--- src/rtl/usb_hs_rx_deframer_if.sv ---
// usb_hs_rx_deframer_if: line-side inputs and packet-side byte stream of the HS receive deframer
interface usb_hs_rx_deframer_if;
  logic       data_in;
  logic       bit_valid;
  logic       squelch;
  logic [7:0] rx_data;
  logic       rx_valid;
  logic       rx_active;
  logic       rx_eop;
  logic       rx_error;
  modport master (input data_in, bit_valid, squelch, output rx_data, rx_valid, rx_active, rx_eop, rx_error);
  modport slave (output data_in, bit_valid, squelch, input rx_data, rx_valid, rx_active, rx_eop, rx_error);
endinterface

--- src/rtl/usb_hs_rx_deframer.sv ---
// usb_hs_rx_deframer: SYNC hunt, NRZI decode, bit unstuffing, HS EOP detection and byte assembly
module usb_hs_rx_deframer #(
  parameter int SYNC_MIN_ZEROS = 12,
  parameter int MAX_PKT_BYTES  = 1027,
  parameter int CNT_W          = 11
) (
  input logic                 clock_480,
  input logic                 reset_n,
  usb_hs_rx_deframer_if.master rx
);
  localparam int ZW = $clog2(SYNC_MIN_ZEROS + 1);
  typedef enum logic [1:0] {IDLE, HUNT, DATA, ABORT} state_t;
  state_t state, state_n;
  logic prev_line, prev_n;
  logic [ZW-1:0] zero_cnt, zero_n;
  logic [2:0] ones_cnt, ones_n, bit_cnt, bit_n;
  logic [CNT_W-1:0] byte_cnt, byte_n;
  logic [7:0] sr, sr_n, data_q, data_n;
  logic valid_q, valid_n, active_q, active_n, eop_q, eop_n, err_q, err_n;
  logic dbit;
  logic [7:0] shifted;
  assign dbit    = ~(rx.data_in ^ prev_line);
  assign shifted = {dbit, sr[7:1]};
  assign rx.rx_data   = data_q;
  assign rx.rx_valid  = valid_q;
  assign rx.rx_active = active_q;
  assign rx.rx_eop    = eop_q;
  assign rx.rx_error  = err_q;
  // State and datapath registers; idle line is J, so prev_line resets high
  always_ff @(posedge clock_480 or negedge reset_n) begin
    if (!reset_n) begin
      state     <= IDLE;
      prev_line <= 1'b1;
      zero_cnt  <= '0;
      ones_cnt  <= '0;
      bit_cnt   <= '0;
      byte_cnt  <= '0;
      sr        <= '0;
      data_q    <= '0;
      valid_q   <= 1'b0;
      active_q  <= 1'b0;
      eop_q     <= 1'b0;
      err_q     <= 1'b0;
    end else begin
      state     <= state_n;
      prev_line <= prev_n;
      zero_cnt  <= zero_n;
      ones_cnt  <= ones_n;
      bit_cnt   <= bit_n;
      byte_cnt  <= byte_n;
      sr        <= sr_n;
      data_q    <= data_n;
      valid_q   <= valid_n;
      active_q  <= active_n;
      eop_q     <= eop_n;
      err_q     <= err_n;
    end
  end
  // Next-state logic; everything but the strobes holds when no bit is offered
  always_comb begin
    state_n  = state;
    prev_n   = prev_line;
    zero_n   = zero_cnt;
    ones_n   = ones_cnt;
    bit_n    = bit_cnt;
    byte_n   = byte_cnt;
    sr_n     = sr;
    data_n   = data_q;
    valid_n  = 1'b0;
    active_n = active_q;
    eop_n    = 1'b0;
    err_n    = 1'b0;
    if (rx.bit_valid) begin
      prev_n = rx.data_in;
      case (state)
        IDLE: begin
          zero_n  = '0;
          state_n = rx.squelch ? IDLE : HUNT;
        end
        HUNT: begin
          if (rx.squelch) state_n = IDLE;
          else if (!dbit) zero_n = (zero_cnt == ZW'(SYNC_MIN_ZEROS)) ? zero_cnt : zero_cnt + ZW'(1);
          else if (zero_cnt >= ZW'(SYNC_MIN_ZEROS)) begin
            state_n  = DATA;
            active_n = 1'b1;
            bit_n    = '0;
            ones_n   = '0;
            byte_n   = '0;
          end else zero_n = '0;
        end
        DATA: begin
          if (rx.squelch || byte_cnt > CNT_W'(MAX_PKT_BYTES)) begin
            err_n    = 1'b1;
            active_n = 1'b0;
            state_n  = rx.squelch ? IDLE : ABORT;
          end else if (ones_cnt == 3'd6) begin
            ones_n = '0;
            if (dbit) begin
              eop_n    = byte_cnt != '0;
              err_n    = byte_cnt == '0;
              active_n = 1'b0;
              state_n  = IDLE;
            end
          end else begin
            sr_n   = shifted;
            ones_n = dbit ? ones_cnt + 3'd1 : '0;
            bit_n  = bit_cnt + 3'd1;
            if (bit_cnt == 3'd7) begin
              data_n  = shifted;
              valid_n = 1'b1;
              byte_n  = byte_cnt + CNT_W'(1);
            end
          end
        end
        ABORT: begin
          if (rx.squelch || (ones_cnt == 3'd6 && dbit)) state_n = IDLE;
          else ones_n = dbit ? ones_cnt + 3'd1 : '0;
        end
        default: state_n = IDLE;
      endcase
    end
  end
endmodule

--- src/flat_wrapper.sv ---
// flat-port wrapper written by rule: the top's interface ports become plain ports
module usb_hs_rx_deframer_flat 
#(
  parameter int SYNC_MIN_ZEROS = 12,
  parameter int MAX_PKT_BYTES  = 1027,
  parameter int CNT_W          = 11
)
  (clock_480, reset_n, rx_data_in, rx_bit_valid, rx_squelch, rx_rx_data, rx_rx_valid, rx_rx_active, rx_rx_eop, rx_rx_error);
  usb_hs_rx_deframer_if rx_i ();
  input logic clock_480;
  input logic reset_n;
  input wire logic [$bits(rx_i.data_in)-1:0] rx_data_in;
  input wire logic [$bits(rx_i.bit_valid)-1:0] rx_bit_valid;
  input wire logic [$bits(rx_i.squelch)-1:0] rx_squelch;
  output wire logic [$bits(rx_i.rx_data)-1:0] rx_rx_data;
  output wire logic [$bits(rx_i.rx_valid)-1:0] rx_rx_valid;
  output wire logic [$bits(rx_i.rx_active)-1:0] rx_rx_active;
  output wire logic [$bits(rx_i.rx_eop)-1:0] rx_rx_eop;
  output wire logic [$bits(rx_i.rx_error)-1:0] rx_rx_error;
  assign rx_i.data_in = rx_data_in;
  assign rx_i.bit_valid = rx_bit_valid;
  assign rx_i.squelch = rx_squelch;
  assign rx_rx_data = rx_i.rx_data;
  assign rx_rx_valid = rx_i.rx_valid;
  assign rx_rx_active = rx_i.rx_active;
  assign rx_rx_eop = rx_i.rx_eop;
  assign rx_rx_error = rx_i.rx_error;
  usb_hs_rx_deframer #(.SYNC_MIN_ZEROS(SYNC_MIN_ZEROS), .MAX_PKT_BYTES(MAX_PKT_BYTES), .CNT_W(CNT_W)) u_core (.clock_480(clock_480), .reset_n(reset_n), .rx(rx_i));
endmodule
--- config.mk ---
export PLATFORM = sky130hd
export DESIGN_NAME = usb_hs_rx_deframer_flat
export DESIGN_NICKNAME = d
export VERILOG_FILES = /design/src/rtl/usb_hs_rx_deframer_if.sv /design/src/rtl/usb_hs_rx_deframer.sv /design/src/flat_wrapper.sv
export SDC_FILE = /design/constraint.sdc
export NUM_CORES = 1
export LEC_CHECK = 0
export CORE_AREA = 2 2 73 75
export CTS_CLUSTER_DIAMETER = 80
export CTS_CLUSTER_SIZE = 16
export DETAILED_ROUTE_END_ITERATION = 6
export DIE_AREA = 0 0 75 77
export PLACE_DENSITY_LB_ADDON = 0.1
export SYNTH_ARGS = -nofsm -noshare
export SYNTH_HDL_FRONTEND = slang
export SYNTH_SLANG_ARGS = --single-unit
--- constraint.sdc ---
create_clock -name clock_480 -period 4.35 [get_ports clock_480]
set_clock_uncertainty 0.15 [all_clocks]
set_input_delay 0.435 -clock clock_480 [delete_from_list [all_inputs] [get_ports clock_480]]
set_output_delay 0.435 -clock clock_480 [all_outputs]
set_load 0.05 [all_outputs]
==> flow_summary.yaml <==
clock_network:
  clk_latency_ns: 0.30
  cts_buffers: 5
  cts_setup_buffers: 0
  ctsResizeCount: 0
  holdBufCountCts: 0
  cts_max_level: 2
  cts_sinks: 43
  clock_path_buffers: 2
  cts_tree: "yes"
  cts.clk_slew.worst_paths_ns: 0.08
  cts-root-buf: "clkbuf_8"
pwr:
  clockPowerShare: 0.291
  p_sw_uw: 359
  switching_share: 0.337
  p_seq_frac: 0.439
  power_density_nw_per_um2: 391
  p_comb_frac: 0.270
  leakage_nw: 1.19
  ir_drop_mv: 0.251
  p_int_uw: 707
final_layout:
  finalNonFillerCells: 317
  drive_above_1_share: 0.126
  syn_to_final_growth_pct: 13.7
  num_antenna_cells: 0
  final_area_um2: 2730
  final_util: 0.549
  nets: 264
critical_path:
  cp.arrival_ns: 2.87
  path_cells: "clkdlybuf4s50_1 > nand4b_1 > o22ai_1 > nand2_1 > or4_1 > a21oi_1"
  critPathLaunchType: "primary input"
  required_ns: 4.42
  path_max_fanout: 14
  crit_type: "primary input to flop"
  cp_slowest_cell: "or4_1"
  critical_path.max_stage_delay_ns: 0.59
  end_kind: "flop"
drt:
  dr.pass1.iters: 4
  via_count: 1790
  drt_iter0_markers: 87
  drc: 0
  wire_per_inst_um: 14.7
  routed_wl_um: 4650
  drtAntennaViolNets: 0
  via_per_inst: 5.65
timing:
  hold_viol: 0
  rsz0062_at_grt: "no"
  relSlewSlack: 0.385
  fin_crit_ns: 2.80
  setup_tns_ns: 0
  fmax_mhz: 357
  finalMaxSlewViolations: 0
  tightest_slew_ns: 0.922
  setup_violations: 0
  period_share: 0.643
synthesis:
  synth_edf_count: 0
  synth_top_family_by_area: "simple AND/OR/NAND/NOR gates"
  synth_top_cell_by_area: "dfrtp_1"
  synth_compound_area_frac: 0.151
  synthMuxAreaShare: 0.0933
  yosys.area_share.xor_xnor: 0.00730
  synth_fa_ha_area_frac: 0.0677
  syn_avg_cell_area_um2: 10.5
  synth-main-ff-cell: "dfrtp_1"
  async_reset_ff_frac: 1.00
  ys_ff_latch: 43
  synthSimpleGateAreaFrac: 0.202
  synth.area.top_cells: "dfrtp_1, ha_1, nand2_1"
  yosysSeqAreaShare: 0.449
  synth_top_cell_area_share: 0.438
  synth.distinct_cells: 48
  synthCells: 229
  yosysWarnings: 0
  syn_area_um2: 2400
  synth_nets: 247
die:
  io_pins: 17
  die_h_um: 77
  die_area_um2: 5780
  initial_core_util: 0.482
  row_count: 26
  fp.dieW_um: 75
  core-area_um2: 4980
global_routing:
  grt_overflow_total: 0
  grt_max_degree: 44
  antenna_found_initial: 0
  grt_pass1_wl_um: 8050
  grt_pass1_vias: 1712
  grt_usage: 0.180
min_path:
  hold_path_class: "primary input to async pin"
placed_design:
  hpwl_um: 3320
  dpl.cell_count: 309
  io_buffers: 16
  dpl_cell_area_um2: 2620
  place_congestion: 0.814
outcome:
  status: "finished clean"
flow_run:
  maxCapViolCount: 0
sequential cells by signal (all words and copies together), names as in the netlist:
| register | cells |
|---|---|
| u_core.rx.rx_data | 8 |
| u_core.rx.rx_eop | 1 |
| u_core.rx.rx_valid | 1 |
| u_core.sr | 7 |
| u_core.bit_cnt | 3 |
| u_core.byte_cnt | 11 |
| u_core.zero_cnt | 4 |
| u_core.ones_cnt | 3 |
| u_core.rx.rx_active | 1 |
| u_core.prev_line | 1 |
| u_core.rx.rx_error | 1 |
| u_core.state | 2 |
synth_stat cells (6+ instances only):
cell type   n
ha_1       13
o21ai_0     7
nand3_1     7
dfrtp_1    42
a21oi_1    13
inv_1      12
mux2_2      8
nand4_1     9
or4_1       6
mux2_4      6
nand2_1    25
nor2_1     11
final timing paths:
check	start	to	slack, ns	cells after the start
worst min register to register	u_core.rx.rx_data[6]	u_core.rx.rx_data[6]	0.34	1
worst max-delay path	rx_squelch	u_core.byte_cnt[3]	1.55	6
worst min-delay path	reset_n	u_core.sr[5]	0.12	1
max in group asynchronous	reset_n	u_core.byte_cnt[3]	3.36	1
worst max register to register	u_core.state[0]	u_core.sr[3]	1.64	5
min in group clock_480	u_core.rx.rx_data[6]	u_core.rx.rx_data[6]	0.34	1
through the flow:
| stage | power, mW | hold slack, ns | worst slack, ns |
|---|---|---|---|
| 2_1_floorplan | 0.686 | -0.0106 | 1.95 |
| 3_5_place_dp | 0.763 | 0.329 | 1.26 |
| 5_1_grt | 1.13 | 0.203 | 1.43 |
| 4_1_cts | 1.08 | 0.160 | 1.58 |
| 6_report | 1.07 | 0.121 | 1.55 |
| 3_3_place_gp | 0.762 | 0.320 | 1.35 |
critical path: cells and delay by family:
family                 cells  cell delay, ns
and+or+nand+nor            3            1.26
AOI/OAI and AO/OA          2            0.60
buffers and inverters      1            0.57
layer usage:
layer	GRT usage	part of all wire	vias up
met4	0.0589	0.014	0
li1	-	-	889
met3	0.0368	0.028	7
met2	0.273	0.46	24
met5	0	0	-
met1	0.256	0.49	870
cells in the final DEF (no fill, tap or decap), drive strengths merged, types with 4 or more instances in the layout:
cell type / count
dfrtp: 42
nor3: 4
clkdlybuf4s50: 15
inv: 12
or4: 8
a21oi: 13
nand4: 9
ha: 13
nor2: 11
o31ai: 5
o21ai: 8
o211ai: 5
clkbuf: 5
nand2: 25
mux2: 17
nand3: 7
kinds of logic after synthesis:
kind of cell,count (synthesis)
xor+xnor,2
flops,43
compound gates,52
simple gates,83
buf+inv,18
mux,18
fa+ha+maj,13
final cells by class:
| cell class | instances | area, um^2 |
|---|---|---|
| Clock buffer | 5 | 68.8 |
| Clock inverter | 3 | 43.8 |
| Fill cell | 439 | 2250 |
| Inverter | 12 | 45.0 |
| Multi-Input combinational cell | 168 | 1250 |
| Sequential cell | 43 | 1080 |
| Tap cell | 70 | 87.6 |
| Timing Repair Buffer | 16 | 155 |
power groups by stage:
stage | logic, mW | registers [mW] | clock network (mW)
finish | 0.288 | 0.468 | 0.310
global route | 0.320 | 0.475 | 0.338
CTS | 0.288 | 0.468 | 0.323
detailed placement | 0.287 | 0.476 | 0
global placement | 0.287 | 0.475 | 0
floorplan | 0.200 | 0.486 | 0
No activity file was read; power rests on OpenSTA's default activity.
